## src/rtl/cpu_alu_seq.sv

```systemverilog
// cpu_alu_seq: handshaked WIDTH-bit ALU with registered results, iterative multiply/divide.
// Define CPU_ALU_DIV_EN to build the restoring divider for ops 1110/1111.
module cpu_alu_seq #(
  parameter int WIDTH = 16
) (
  input  logic             clk,
  input  logic             reset,
  input  logic             in_valid,
  output logic             in_ready,
  input  logic [3:0]       in_op,
  input  logic [WIDTH-1:0] in_x,
  input  logic [WIDTH-1:0] in_y,
  output logic             out_valid,
  input  logic             out_ready,
  output logic [WIDTH-1:0] out_r,
  output logic             out_z,
  output logic             out_n,
  output logic             out_c,
  output logic             out_v
);
  localparam int SHW = $clog2(WIDTH);
  localparam int CW = SHW + 1;
  typedef enum logic [1:0] {IDLE, BUSY, DONE} state_t;
  state_t state, state_n;
  logic [CW-1:0] cnt;
  logic [WIDTH-1:0] hi, lo, b, hi_n, lo_n, r1, rn;
  logic [WIDTH:0] add_w, sub_w, mul_s;
  logic [SHW-1:0] amt;
  logic c1, v1, iter, accept, last, sel_hi;
  assign in_ready = !reset && (state == IDLE || (state == DONE && out_ready));
  assign accept = in_valid && in_ready;
  assign out_valid = state == DONE;
  assign last = state == BUSY && cnt == CW'(1);
`ifdef CPU_ALU_DIV_EN
  assign iter = in_op[3:2] == 2'b11;
`else
  assign iter = in_op[3:1] == 3'b110;
`endif
  always_comb begin
    state_n = accept ? (iter ? BUSY : DONE) : last ? DONE : (state == DONE && out_ready) ? IDLE : state;
  end
  assign amt = in_y[SHW-1:0];
  assign add_w = {1'b0, in_x} + {1'b0, in_y};
  assign sub_w = {1'b0, in_x} - {1'b0, in_y};
  always_comb begin
    r1 = '0;
    c1 = 1'b0;
    v1 = 1'b0;
    case (in_op)
      4'b0000: r1 = in_x & in_y;
      4'b0001: r1 = in_x | in_y;
      4'b0010: r1 = in_x ^ in_y;
      4'b0011: r1 = ~in_x;
      4'b0100: begin
        r1 = add_w[WIDTH-1:0];
        c1 = add_w[WIDTH];
        v1 = (in_x[WIDTH-1] == in_y[WIDTH-1]) && (add_w[WIDTH-1] != in_x[WIDTH-1]);
      end
      4'b0101: begin
        r1 = sub_w[WIDTH-1:0];
        c1 = sub_w[WIDTH];
        v1 = (in_x[WIDTH-1] != in_y[WIDTH-1]) && (sub_w[WIDTH-1] != in_x[WIDTH-1]);
      end
      4'b0110: r1 = WIDTH'($signed(in_x) < $signed(in_y));
      4'b0111: r1 = WIDTH'(in_x < in_y);
      4'b1000: r1 = in_x << amt;
      4'b1001: r1 = in_x >> amt;
      4'b1010: r1 = (in_x << amt) | (in_x >> (WIDTH - int'(amt)));
      4'b1011: r1 = (in_x >> amt) | (in_x << (WIDTH - int'(amt)));
      default: r1 = '0;
    endcase
  end
  // multiply: {hi,lo} shifts right, lo holds remaining multiplier bits
  assign mul_s = {1'b0, hi} + (lo[0] ? {1'b0, b} : '0);
`ifdef CPU_ALU_DIV_EN
  logic div_q;
  logic [WIDTH:0] sh, dif;
  // divide: hi is the partial remainder, lo shifts dividend out and quotient in
  assign sh = {hi, lo[WIDTH-1]};
  assign dif = sh - {1'b0, b};
  assign hi_n = div_q ? (dif[WIDTH] ? sh[WIDTH-1:0] : dif[WIDTH-1:0]) : mul_s[WIDTH:1];
  assign lo_n = div_q ? {lo[WIDTH-2:0], !dif[WIDTH]} : {mul_s[0], lo[WIDTH-1:1]};
`else
  assign hi_n = mul_s[WIDTH:1];
  assign lo_n = {mul_s[0], lo[WIDTH-1:1]};
`endif
  assign rn = sel_hi ? hi_n : lo_n;
  always_ff @(posedge clk or posedge reset) begin
    if (reset) begin
      state <= IDLE;
      cnt <= '0;
      hi <= '0;
      lo <= '0;
      b <= '0;
      sel_hi <= 1'b0;
`ifdef CPU_ALU_DIV_EN
      div_q <= 1'b0;
`endif
      out_r <= '0;
      out_z <= 1'b0;
      out_n <= 1'b0;
      out_c <= 1'b0;
      out_v <= 1'b0;
    end else begin
      state <= state_n;
      if (accept && iter) begin
        cnt <= CW'(WIDTH);
        hi <= '0;
        lo <= in_op[1] ? in_x : in_y;
        b <= in_op[1] ? in_y : in_x;
        sel_hi <= in_op[0];
`ifdef CPU_ALU_DIV_EN
        div_q <= in_op[1];
`endif
      end else if (state == BUSY) begin
        cnt <= cnt - CW'(1);
        hi <= hi_n;
        lo <= lo_n;
      end
      if (accept && !iter) begin
        out_r <= r1;
        out_z <= r1 == '0;
        out_n <= r1[WIDTH-1];
        out_c <= c1;
        out_v <= v1;
      end else if (last) begin
        out_r <= rn;
        out_z <= rn == '0;
        out_n <= rn[WIDTH-1];
        out_c <= 1'b0;
        out_v <= 1'b0;
      end
    end
  end
endmodule

```

## config.mk

```make
export PLATFORM = sky130hd
export DESIGN_NAME = cpu_alu_seq
export DESIGN_NICKNAME = d
export VERILOG_FILES = /design/src/rtl/cpu_alu_seq.sv
export SDC_FILE = /design/constraint.sdc
export NUM_CORES = 1
export LEC_CHECK = 0
export CAP_MARGIN = 10
export CORE_UTILIZATION = 50
export CTS_CLUSTER_SIZE = 16
export DETAILED_ROUTE_END_ITERATION = 8
export HOLD_SLACK_MARGIN = 0.06
export PLACE_DENSITY = 0.76
export SETUP_SLACK_MARGIN = 0.02
export SKIP_LAST_GASP = 1
export SLEW_MARGIN = 40
export SYNTH_ARGS = -nofsm -noshare
export SYNTH_HDL_FRONTEND = slang
export SYNTH_SLANG_ARGS = --single-unit
```

## constraint.sdc

```tcl
create_clock -name clk -period 7.8 [get_ports clk]
set_input_delay 1.17 -clock clk [delete_from_list [all_inputs] [get_ports clk]]
set_output_delay 1.17 -clock clk [all_outputs]
set_load 0.02 [all_outputs]
```

# ---- Word level (Yosys, flattened, before mapping)
# Cells that the tools add are included.
dict set report classes {
  n_lt_le_gt_ge 2
  n_reduce_logical 18
  n_bitwise 6
  shifts 4
  mux 26
  n_addsub 5
  n_eq_ne 19
}
# operator n
set ops {}
lappend ops {{case mux 16 bit (12 select lines)} 1}
lappend ops {{two-way mux 16 bit} 10}
lappend ops {{OR 16 bit} 3}
lappend ops {{adder 16 x 16 -> 17 bit} 2}
lappend ops {{logical NOT 16 bit} 2}
lappend ops {{less-than comparator 16 bit} 2}
lappend ops {{left shift 16 x 32 -> 16 bit} 1}
lappend ops {{>> shifter 16 x 32 -> 16 bit} 1}
lappend ops {{subtractor 16 x 16 -> 17 bit} 1}
lappend ops {{AND 16 bit} 1}
lappend ops {{equality test 4 x 3 -> 1 bit (second input constant)} 4}
lappend ops {{equality test 4 bit (second input constant)} 4}
lappend ops {{inverter 16 bit} 1}
lappend ops {{left shift 16 x 4 -> 16 bit} 1}
lappend ops {{>> shifter 16 x 4 -> 16 bit} 1}
lappend ops {{bitwise XOR 16 bit} 1}
lappend ops {{two-way mux 5 bit} 2}
lappend ops {{equality test 4 x 2 -> 1 bit (second input constant)} 2}
lappend ops {{logical AND 1 bit} 8}
lappend ops {{two-way mux 2 bit} 4}
lappend ops {{two-way mux 1 bit} 7}
lappend ops {{subtractor 5 x 4 -> 6 bit (first input constant)} 1}
lappend ops {{equality test 5 x 1 -> 1 bit (second input constant)} 1}
lappend ops {{subtractor 5 x 1 -> 5 bit (second input constant)} 1}
lappend ops {{13 further kinds} 18}
dict set report totals {
  regBits 76
  out_inout_bits 22
  wordCells 91
  in_bits 40
}

# ---- Longest topological paths before layout
# Gate-level depths: netlist (run 1).
dict set report logic_depth {
  word_depth 7
  ltp_mapped 17
}

# ---- Worst setup path after synthesis (run 1)
# OpenSTA, ideal clock, no wires.
dict set report synth_path {
  path_type {input port to flip-flop}
  start {input port in_y[2]}
  end {register out_z}
  setup_slack_ns 3.295
  n_path_buf 3
  setup_ns 0.080
  arrival_ns 4.425
  cell_stages 15
  cell_sequence {buf_4 -> inv_2 -> clkbuf_1 -> ha_1 -> buf_2 -> nand2b_4 -> a221oi_2 -> o22ai_1 -> o221a_2 -> o31a_1 -> a221o_1 -> a221o_1 -> nor4_4 -> nand4b_1 -> o211ai_2}
}
dict set report synth_between {
  elab_chain_cells 6
}
# element line_no
set synth_rtl {}
lappend synth_rtl {{start: declaration} 12} ;# input logic [WIDTH-1:0] in_y,
lappend synth_rtl {{subtractor 5 x 4 -> 6 bit} {68, 69}}
lappend synth_rtl {{left shift 16 x 32 -> 16 bit / >> shifter 16 x 32 -> 16 bit (equally long branches)} {69, 68}}
lappend synth_rtl {{OR 16 bit, on equally long branches} {69, 68}}
lappend synth_rtl {{case mux 16 bit (12 select lines) *} 49} ;# case (in_op)
lappend synth_rtl {{logical NOT 16 bit *} 122} ;# out_z <= r1 == '0;
lappend synth_rtl {{two-way mux 1 bit *} 120} ;# if (accept && !iter) begin
lappend synth_rtl {{end signal: assignment} 100} ;# out_z <= 1'b0;
lappend synth_rtl {{end signal: assignment} 122}
lappend synth_rtl {{end signal: assignment} 128} ;# out_z <= rn == '0;
lappend synth_rtl {{end: declaration} 16} ;# output logic out_z,
# Every way passes the cells marked *; elsewhere a longest branch is shown, timed or not.
# A chain may end at the register's enable or synchronous reset.

# ---- Worst setup path after layout (run 1)
dict set report layout_path {
  start {input port in_y[1]}
  end {register out_z}
}
# Same word-level chain as after synthesis.

==> results of run 1 <==
worst paths after layout:
path	startpoint	end	slack (ns)	depth (start not counted)
setup / recovery	in_y[1]	out_z	2.30	15
min in group asynchronous	reset	out_r[5]	1.18	2
setup reg to reg	lo[0]	out_r[15]	3.67	13
hold / removal	b[5]	b[5]	0.47	2
max in group asynchronous	reset	hi[5]	5.56	3
hold reg to reg	b[5]	b[5]	0.47	2
worst register-to-register path, stage by stage, from the launching register on:
cell       delay, ns
dfrtp_1         0.53
and2_1          0.25
ha_1            0.21
fa_1            0.44
a21oi_1         0.19
o21bai_1        0.15
a2111oi_0       0.73
o211ai_1        0.21
a31oi_1         0.30
nor2b_1         0.08
o21a_1          0.18
nor3_1          0.32
o22ai_1         0.14
mux2_2          0.28
placed cells by master, fill, tap and decap left out, types with 16 or more instances in the layout:
cell	Yosys	final
a21oi_1	67	67
a22oi_1	18	18
and2_1	22	22
buf_4	4	21
clkdlybuf4s50_1	0	57
dfrtp_1	75	75
ha_1	71	71
inv_1	60	59
mux2_2	29	29
mux2i_1	73	73
mux4_2	25	25
nand2_1	136	136
nand3_1	33	32
nor2_1	93	90
nor3_1	25	25
o211ai_1	16	16
o21ai_0	73	73
xnor2_1	17	17
cell families after synthesis:
group,Yosys count
compound gates,335
xor+xnor,23
fa+ha+maj,74
buf+inv,151
flops,75
mux,133
simple gates,400
layer usage:
metal / GRT usage / part of all wire / up-vias
met5: 0 / 0 / -
met4: 0.2088 / 0.058 / 0
met3: 0.09239 / 0.10 / 131
met2: 0.5973 / 0.44 / 644
met1: 0.5123 / 0.40 / 4781
li1: - / - / 4435
sequential cells by signal, indices dropped and copies added (netlist names):
register	flops
sel_hi	1
out_c	1
out_v	1
cnt	5
b	16
out_z	1
out_r	16
state	2
hi	16
lo	16
power groups by stage:
stage | clock network [uW] | logic, uW | registers, uW
floorplan | 0 | 694 | 664
global placement | 0 | 1090 | 642
detailed placement | 0 | 1110 | 648
CTS | 451 | 1110 | 644
global route | 467 | 1230 | 663
finish | 450 | 1140 | 645
per-stage QoR:
stage | setup WS [ns] | util | total power [uW]
global route | 2.143 | 0.5695 | 2358
CTS | 2.235 | 0.5692 | 2209
detailed placement | 1.892 | 0.5524 | 1754
floorplan | 3.295 | - | 1358
global placement | 2.019 | 0.5506 | 1728
finish | 2.301 | 0.5696 | 2234
final cells by class:
class                           count  area share
Antenna cell                        1   0.0002333
Clock buffer                       10     0.02135
Clock inverter                      6    0.008282
Inverter                           64     0.02240
Multi-Input combinational cell    965      0.6713
Sequential cell                    75      0.1750
Tap cell                          260     0.03033
Timing Repair Buffer               83     0.07115
==> flow_metrics.tcl, run 1 <==
set metrics [dict create \
    period_needed_ns 5.499 \
    fin_area_um2 10730 \
    cts_buffers 9 \
    synthCells 1191 \
    dr_total_vias 9991 \
    ys_ff_latch 75 \
    crit_type "input port to flop" \
    synthesis.nets 1305 \
    cp_max_fo 26 \
    grt_max_degree 56 \
    drc_errors 0 \
    cts_tree "built" \
    drtIter0Drc 1147 \
    status "finished, final reports clean" \
    end_kind "flop" \
    synth_top_family_by_area "compound AO/OA/AOI/OAI gates" \
    worst_pin_slew_ns 0.9048 \
    period_share 0.7049 \
    drive_gt1_frac 0.1147 \
    synth-simple-area-share 0.2007 \
    whs_ns 0.4726 \
    synth.mux.area_fraction 0.1768 \
    grt_overflow 0 \
    pwr-share-clk 0.202 \
    final_hold_viol_count 0 \
    cp.required_ns 8.06 \
    power_density_nw_per_um2 208.3 \
    yosysWarnings 0 \
    cp_num_buf_inv 4 \
    synth_edf_count 0 \
    avgSynthCellArea_um2 8.107 \
    area_growth_pct 11.09 \
    finClkSkew_ns 0.01260 \
    rows 50 \
    rsz0062_at_grt "false" \
    post_drt_wl_per_cell_um 26.04 \
    vdd_drop_max_mv 0.1499 \
    antenna_found_initial 1 \
    synth.most_common_cell "nand2_1" \
    stdcell_count 1464 \
    fmax_ghz 0.1819 \
    gp_congestion 1.033 \
    multi_input_area_um2 7201 \
    htree_levels 3 \
    die_area_um2 19870 \
    ios 62 \
    first_global_vias 9562 \
    root_buffer "clkbuf_16" \
    grt_pass1_wl_mm 58.42 \
    insertion_delay_ns 0.34 \
    cpMostUsedCell "mux2_2" \
    ys_top_cells_by_count "136 x nand2_1, 93 x nor2_1, 75 x dfrtp_1, 73 x mux2i_1, 73 x o21ai_0" \
    path_clk_slew_ns 0.06 \
    slew_violations 0 \
    cts_resized 0 \
    io_buffer_count 61 \
    intPower_uw 1248 \
    p_leak_uw 0.004665 \
    pwr-share-seq 0.289 \
    crit_chain "clkdlybuf4s50_1, buf_4, inv_2, ha_1, xor2_4, buf_8, mux2_2, mux2_2, a21oi_1, o211ai_1, a2111oi_0, nand4_1, nor4_1, nand4b_1, o211ai_2" \
    fin_setup_tns_ns 0 \
    hold_path_class "flop to flop" \
    synth_top_cells_by_area "dfrtp_1 19%, ha_1 9.2%, mux2i_1 7.6%" \
    grt_use_total 0.3912 \
    ant_nets 0 \
    synth-xor-area-share 0.02358 \
    dp.cells 1446 \
    crit_arrival_ns 5.76 \
    yosysSeqAreaShare 0.1944 \
    nets 1312 \
    cap_violations 0 \
    setup_viol 0 \
    core_um2 18830 \
    yosysTopAreaCellShare 0.1944 \
    synth_adder_area_share 0.09822 \
    clockBufferDepth 2 \
    cts_setup_buffers 0 \
    hpwl_mm 28.29 \
    firstDrtPassIters 8 \
    cp_slowest_cell "a2111oi_0" \
    yosys_most_used_dff "dfrtp_1" \
    clock_sinks 75 \
    chipHeight_um 141.0 \
    ys_async_sr_fraction 1.000 \
    combPwrFrac 0.510 \
    swShare 0.4415 \
    wl_mm 38.12 \
    place_area_um2 10400 \
    sequential_cell_area_um2 1877 \
    synth_area_um2 9656 \
    floorplan.initialDensity 0.5128 \
    startpoint_type "input port" \
    synth_compound_gate_area_share 0.2406 \
    switchingPower_uw 986.3 \
    cp_top_family "buffers and inverters" \
    yosysTopAreaCell "dfrtp_1" \
    die_w_um 141.0 \
    ctsHoldBuffers 0 \
    routed_via_density 6.824 \
    fillers 1712 \
    relSlewSlack 0.3949 \
    slowest_delay_ns 0.63 \
    yosysUniqueCellTypes 93 \
]
(Power assumes the default switching activity.)
==> run 2: changes to the inputs <==
PLACE_DENSITY = 0.79   (was 0.76)
clock period = 4.8 ns   (was 7.8 ns; I/O delays follow)
==> run 2 against run 1 <==
Net effect:
- non-clock buffer count is 73 higher
- register-to-register slack got worse by 3.1 ns
- total power up 67%
- first-iteration DRC count increased by 31%
- routed wire length increased by 12%
- critical endpoint is now out_r[15]
- sequential power rose by 66%
- critical path depth shrank 2
- combinational power is 72% higher
- flip-flop and latch count did not move
- worst setup slack got worse by 1.8 ns
- die area did not move
==> flow_metrics.tcl, run 2 (same netlist as run 1, synthesis figures left out) <==
set metrics [dict create \
    status "finished, final reports clean" \
    cts_resized 0 \
    ant_nets 0 \
    cts_buffers 9 \
    nets 1385 \
    slowest_delay_ns 0.63 \
    clockBufferDepth 2 \
    fin_setup_tns_ns 0 \
    hpwl_mm 33.53 \
    drtIter0Drc 1507 \
    grt_overflow 0 \
    relSlewSlack 0.4379 \
    finClkSkew_ns 0.009956 \
    cp.required_ns 5.02 \
    vdd_drop_max_mv 0.2946 \
    pre_cts_slack_ns 0.3282 \
    dr_total_vias 10600 \
    setup_ws_ns 0.5414 \
    final_hold_viol_count 0 \
    drc_errors 0 \
    worst_pin_slew_ns 0.8219 \
    period_needed_ns 4.259 \
    root_buffer "clkbuf_16" \
    cap_violations 0 \
    die_area_um2 19870 \
    stdcell_count 1536 \
    routed_via_density 6.900 \
    power_density_nw_per_um2 330.2 \
    crit_type "flop to flop" \
    grt_pass1_wl_mm 63.51 \
    dp.cells 1520 \
    gp_congestion 1.028 \
    post_drt_wl_per_cell_um 27.84 \
    floorplan.initialDensity 0.5128 \
    rsz0062_at_grt "false" \
    cp_max_fo 17 \
    path_clk_slew_ns 0.06 \
    min_from "b[1]" \
    cts_tree "built" \
    fin_area_um2 11270 \
    fmax_ghz 0.2348 \
    setup_viol 0 \
    antenna_found_initial 2 \
    io_buffer_count 61 \
    end_kind "flop" \
    slew_violations 0 \
    ios 62 \
    whs_ns 0.4702 \
    grt_max_degree 54 \
    crit_chain "and2_1, ha_1, fa_1, a21oi_1, o21bai_1, a2111oi_0, o211ai_1, a31oi_1, nor2b_1, o21a_1, nor3_1, o22ai_1, mux2_2" \
    drive_gt1_frac 0.1631 \
    period_share 0.8872 \
    firstDrtPassIters 6 \
    core_um2 18830 \
    chipHeight_um 141.0 \
    place_area_um2 10960 \
    crit_arrival_ns 4.48 \
    r2r-start "lo[0]" \
    rows 50 \
    cts_setup_buffers 0 \
    insertion_delay_ns 0.34 \
    first_global_vias 9926 \
    hold_path_class "flop to flop" \
    wl_mm 42.77 \
    critPathLaunch "lo[0]" \
    mostFrequentLayoutCells "136 x nand2_1, 94 x buf_4, 92 x nor2_1, 74 x dfrtp_1" \
    ctsHoldBuffers 0 \
    area_growth_pct 16.73 \
    clock_sinks 75 \
    p_leak_uw 0.005010 \
    htree_levels 3 \
    startpoint_type "flop" \
    die_w_um 141.0 \
    grt_use_total 0.4349 \
    final_common_cell "nand2_1" \
    cp_slowest_cell "a2111oi_0" \
]
==> run 2: cell count changes in the layout (fill, tap and decap cells not counted), sizes merged <==
cell	previous run	this run
clkinvlp	2	0
clkinv	1	2
clkdlybuf4s50	57	59
bufinv	2	1
clkbuf	10	12
buf	26	97
inv	65	64
==> run 2: path summary, 6_finish.rpt <==
path / end / slack, ns / cells after the start
min reg2reg: b[1] / 0.47 / 2
min: b[1] / 0.47 / 2
max: out_r[15] / 0.54 / 13
max in group asynchronous: out_r[2] / 3.10 / 3
max reg2reg: out_r[15] / 0.54 / 13
min in group asynchronous: out_r[14] / 0.85 / 2
==> run 2: area by class of cell <==
| type | instances | area, um2 |
|---|---|---|
| Inverter | 64 | 242.7 |
| Antenna cell | 1 | 2.502 |
| Clock inverter | 3 | 47.55 |
| Tap cell | 260 | 325.3 |
| Timing Repair Buffer | 156 | 1326 |
| Multi-Input combinational cell | 965 | 7192 |
| Sequential cell | 75 | 1878 |
| Clock buffer | 12 | 256.5 |
| Fill cell | 1666 | 7560 |
==> run 2: stage by stage <==
stage	total power, uW	util
2_1_floorplan	2207	-
3_3_place_gp	2898	0.5808
3_5_place_dp	2948	0.5822
4_1_cts	3647	0.5983
5_1_grt	3882	0.5984
6_report	3722	0.5985
==> run 2: metal layers <==
layer  vias up  track usage  part of all wire
li1       4577            -                 -
met1      5083       0.6129              0.41
met2       793       0.6253              0.41
met3       143       0.1141              0.13
met4         2       0.1825             0.048
met5         -            0           0.00030
==> run 2: critical path, delay by kind of cell, from the launching register on <==
kind / cells / cell delay, ns
compound gates: 7 / 1.84
simple gates: 3 / 0.78
fa+ha+maj: 2 / 0.65
flops: 1 / 0.55
mux: 1 / 0.29
==> run 2: where the power goes <==
part	leakage (uW)	switching [uW]	internal, uW	total, uW
registers	0.000985	204	865	1070
clock network	0.000149	264	430	694
logic	0.00388	1200	756	1960
total	0.00501	1670	2050	3720
==> run 3: changes to the inputs <==
PLACE_DENSITY = 0.72   (was 0.79)
==> run 3 against run 2 <==
Net effect:
- worst hold slack better by 0.0030 ns
- combinational power barely moved
- cell area decreased by 0.74%
- critical path depth shrank 1
- first-iteration DRC count down 35%
- clock-buffer cell count is 3 lower
- clock power decreased by 3%
- non-clock buffer count is 13 lower
- die area did not move
- cell count shrank 0.85%
- critical path type is now input port to flop
- critical endpoint unchanged
- largest power group unchanged
==> flow_metrics.tcl, run 3 (same netlist as run 1, synthesis figures left out) <==
set metrics [dict create \
    status "finished, final reports clean" \
    drtIter0Drc 980 \
    drive_gt1_frac 0.1561 \
    relSlewSlack 0.3623 \
    startpoint_type "input port" \
    sequential_cell_area_um2 1878 \
    clockBufferDepth 2 \
    pre_cts_slack_ns 0.2883 \
    nets 1372 \
    end_kind "flop" \
    fin_setup_tns_ns 0 \
    floorplan.initialDensity 0.5128 \
    swShare 0.4477 \
    p_leak_uw 0.004959 \
    setup_ws_ns 0.3631 \
    routed_via_density 6.803 \
    min_from "b[6]" \
    finClkSkew_ns 0.005828 \
    insertion_delay_ns 0.34 \
    area_growth_pct 15.86 \
    rows 50 \
    power_density_nw_per_um2 327.8 \
    grt_max_degree 54 \
    grt_use_total 0.4234 \
    cts_tree "built" \
    crit_arrival_ns 4.66 \
    final_core_util 0.5941 \
    fillers 1678 \
    slew_violations 0 \
    first_global_vias 9618 \
    combPwrFrac 0.526 \
    r2r_cells 13 \
    clock_sinks 75 \
    cts_setup_buffers 0 \
    ctsHoldBuffers 0 \
    post_drt_wl_per_cell_um 27.33 \
    intPower_uw 2025 \
    cts_buffers 9 \
    chipHeight_um 141.0 \
    pwr-share-clk 0.184 \
    hpwl_mm 32.78 \
    period_needed_ns 4.437 \
    rr_endpoint "out_r[15]" \
    die_area_um2 19870 \
    die_w_um 141.0 \
    holdPathStages 2 \
    cp_max_fo 8 \
    switchingPower_uw 1642 \
    r2r-start "lo[0]" \
    final_hold_viol_count 0 \
    dr_total_vias 10360 \
    antenna_found_initial 0 \
    r2r_slack_ns 0.70 \
    io_buffer_count 61 \
    wl_mm 41.62 \
    gp_congestion 1.107 \
    cts_resized 0 \
    path_clk_slew_ns 0.06 \
    pwr-share-seq 0.290 \
    hold_path_class "flop to flop" \
    final_common_cell "nand2_1" \
    cap_violations 0 \
    whs_ns 0.4732 \
    htree_levels 3 \
    firstDrtPassIters 7 \
    ios 62 \
    ant_nets 0 \
    worst_pin_slew_ns 0.9325 \
    cp.required_ns 5.02 \
    setup_viol 0 \
    grt_overflow 0 \
    vdd_drop_max_mv 0.1915 \
    grt_pass1_wl_mm 62.10 \
    rsz0062_at_grt "false" \
    multi_input_area_um2 7197 \
    period_share 0.9244 \
    drc_errors 0 \
    crit_type "input port to flop" \
    worstHoldEndpoint "b[6]" \
    root_buffer "clkbuf_16" \
    fmax_ghz 0.2254 \
    core_um2 18830 \
    mostFrequentLayoutCells "136 x nand2_1, 92 x nor2_1, 79 x buf_4, 74 x dfrtp_1" \
]
run 3: cell count changes in the layout (fill, tap and decap cells not counted), sizes merged:
cell	before	now
buf	97	84
clkbuf	12	9
inv	64	66
clkinvlp	0	1
run 3: how the worst max path moves through the flow:
stage / startpoint / end / slack, ns / cells after the start
detailed placement: in_y[4] / out_z / 0.29 / 13
global route: in_x[1] / out_z / 0.35 / 14
floorplan: in_y[2] / out_z / 0.75 / 15
finish: in_y[1] / out_r[15] / 0.36 / 12
CTS: in_y[1] / out_r[15] / 0.63 / 12
global placement: in_y[1] / out_r[15] / 0.25 / 12
run 3: routing by layer:
layer	GRT usage	vias up	wire [um]
met5	0	-	0
met4	0.1756	0	2064
met3	0.08016	122	4087
met2	0.6572	665	18140
met1	0.5770	5029	17330
li1	-	4545	-
run 3: power groups by stage:
stage	combinational, uW	sequential, uW	clock (uW)
floorplan	1130	1080	0
global placement	1840	1050	0
detailed placement	1860	1060	0
CTS	1880	1050	679
global route	2060	1100	702
finish	1930	1060	674
run 3: per-stage QoR:
step                area, um2  instances  total power, uW
finish                  11190       1523             3667
global route            11180       1522             3858
CTS                     11170       1522             3610
detailed placement      10880       1507             2926
global placement        10860       1507             2891
floorplan                9656       1191             2207
run 3: cell type report:
cell class                 instances  share of cell area
clock inverter                     6            0.005816
multi-input combinational        965              0.6433
tap                              260             0.02908
antenna                            1           0.0002237
inverter                          64             0.02147
sequential                        75              0.1679
timing repair buffer             143              0.1121
clock buffer                       9             0.02013
run 3: worst max-delay path: stages:
cell and delay (ns):
clkdlybuf4s50_1 0.43, inv_2 0.15, ha_1 0.36, nor3b_1 0.37
a2111o_1 0.42, o22ai_1 0.34, a2111oi_0 0.88, buf_4 0.23
o31ai_1 0.09, nor3_1 0.26, o22ai_1 0.12, mux2_2 0.28
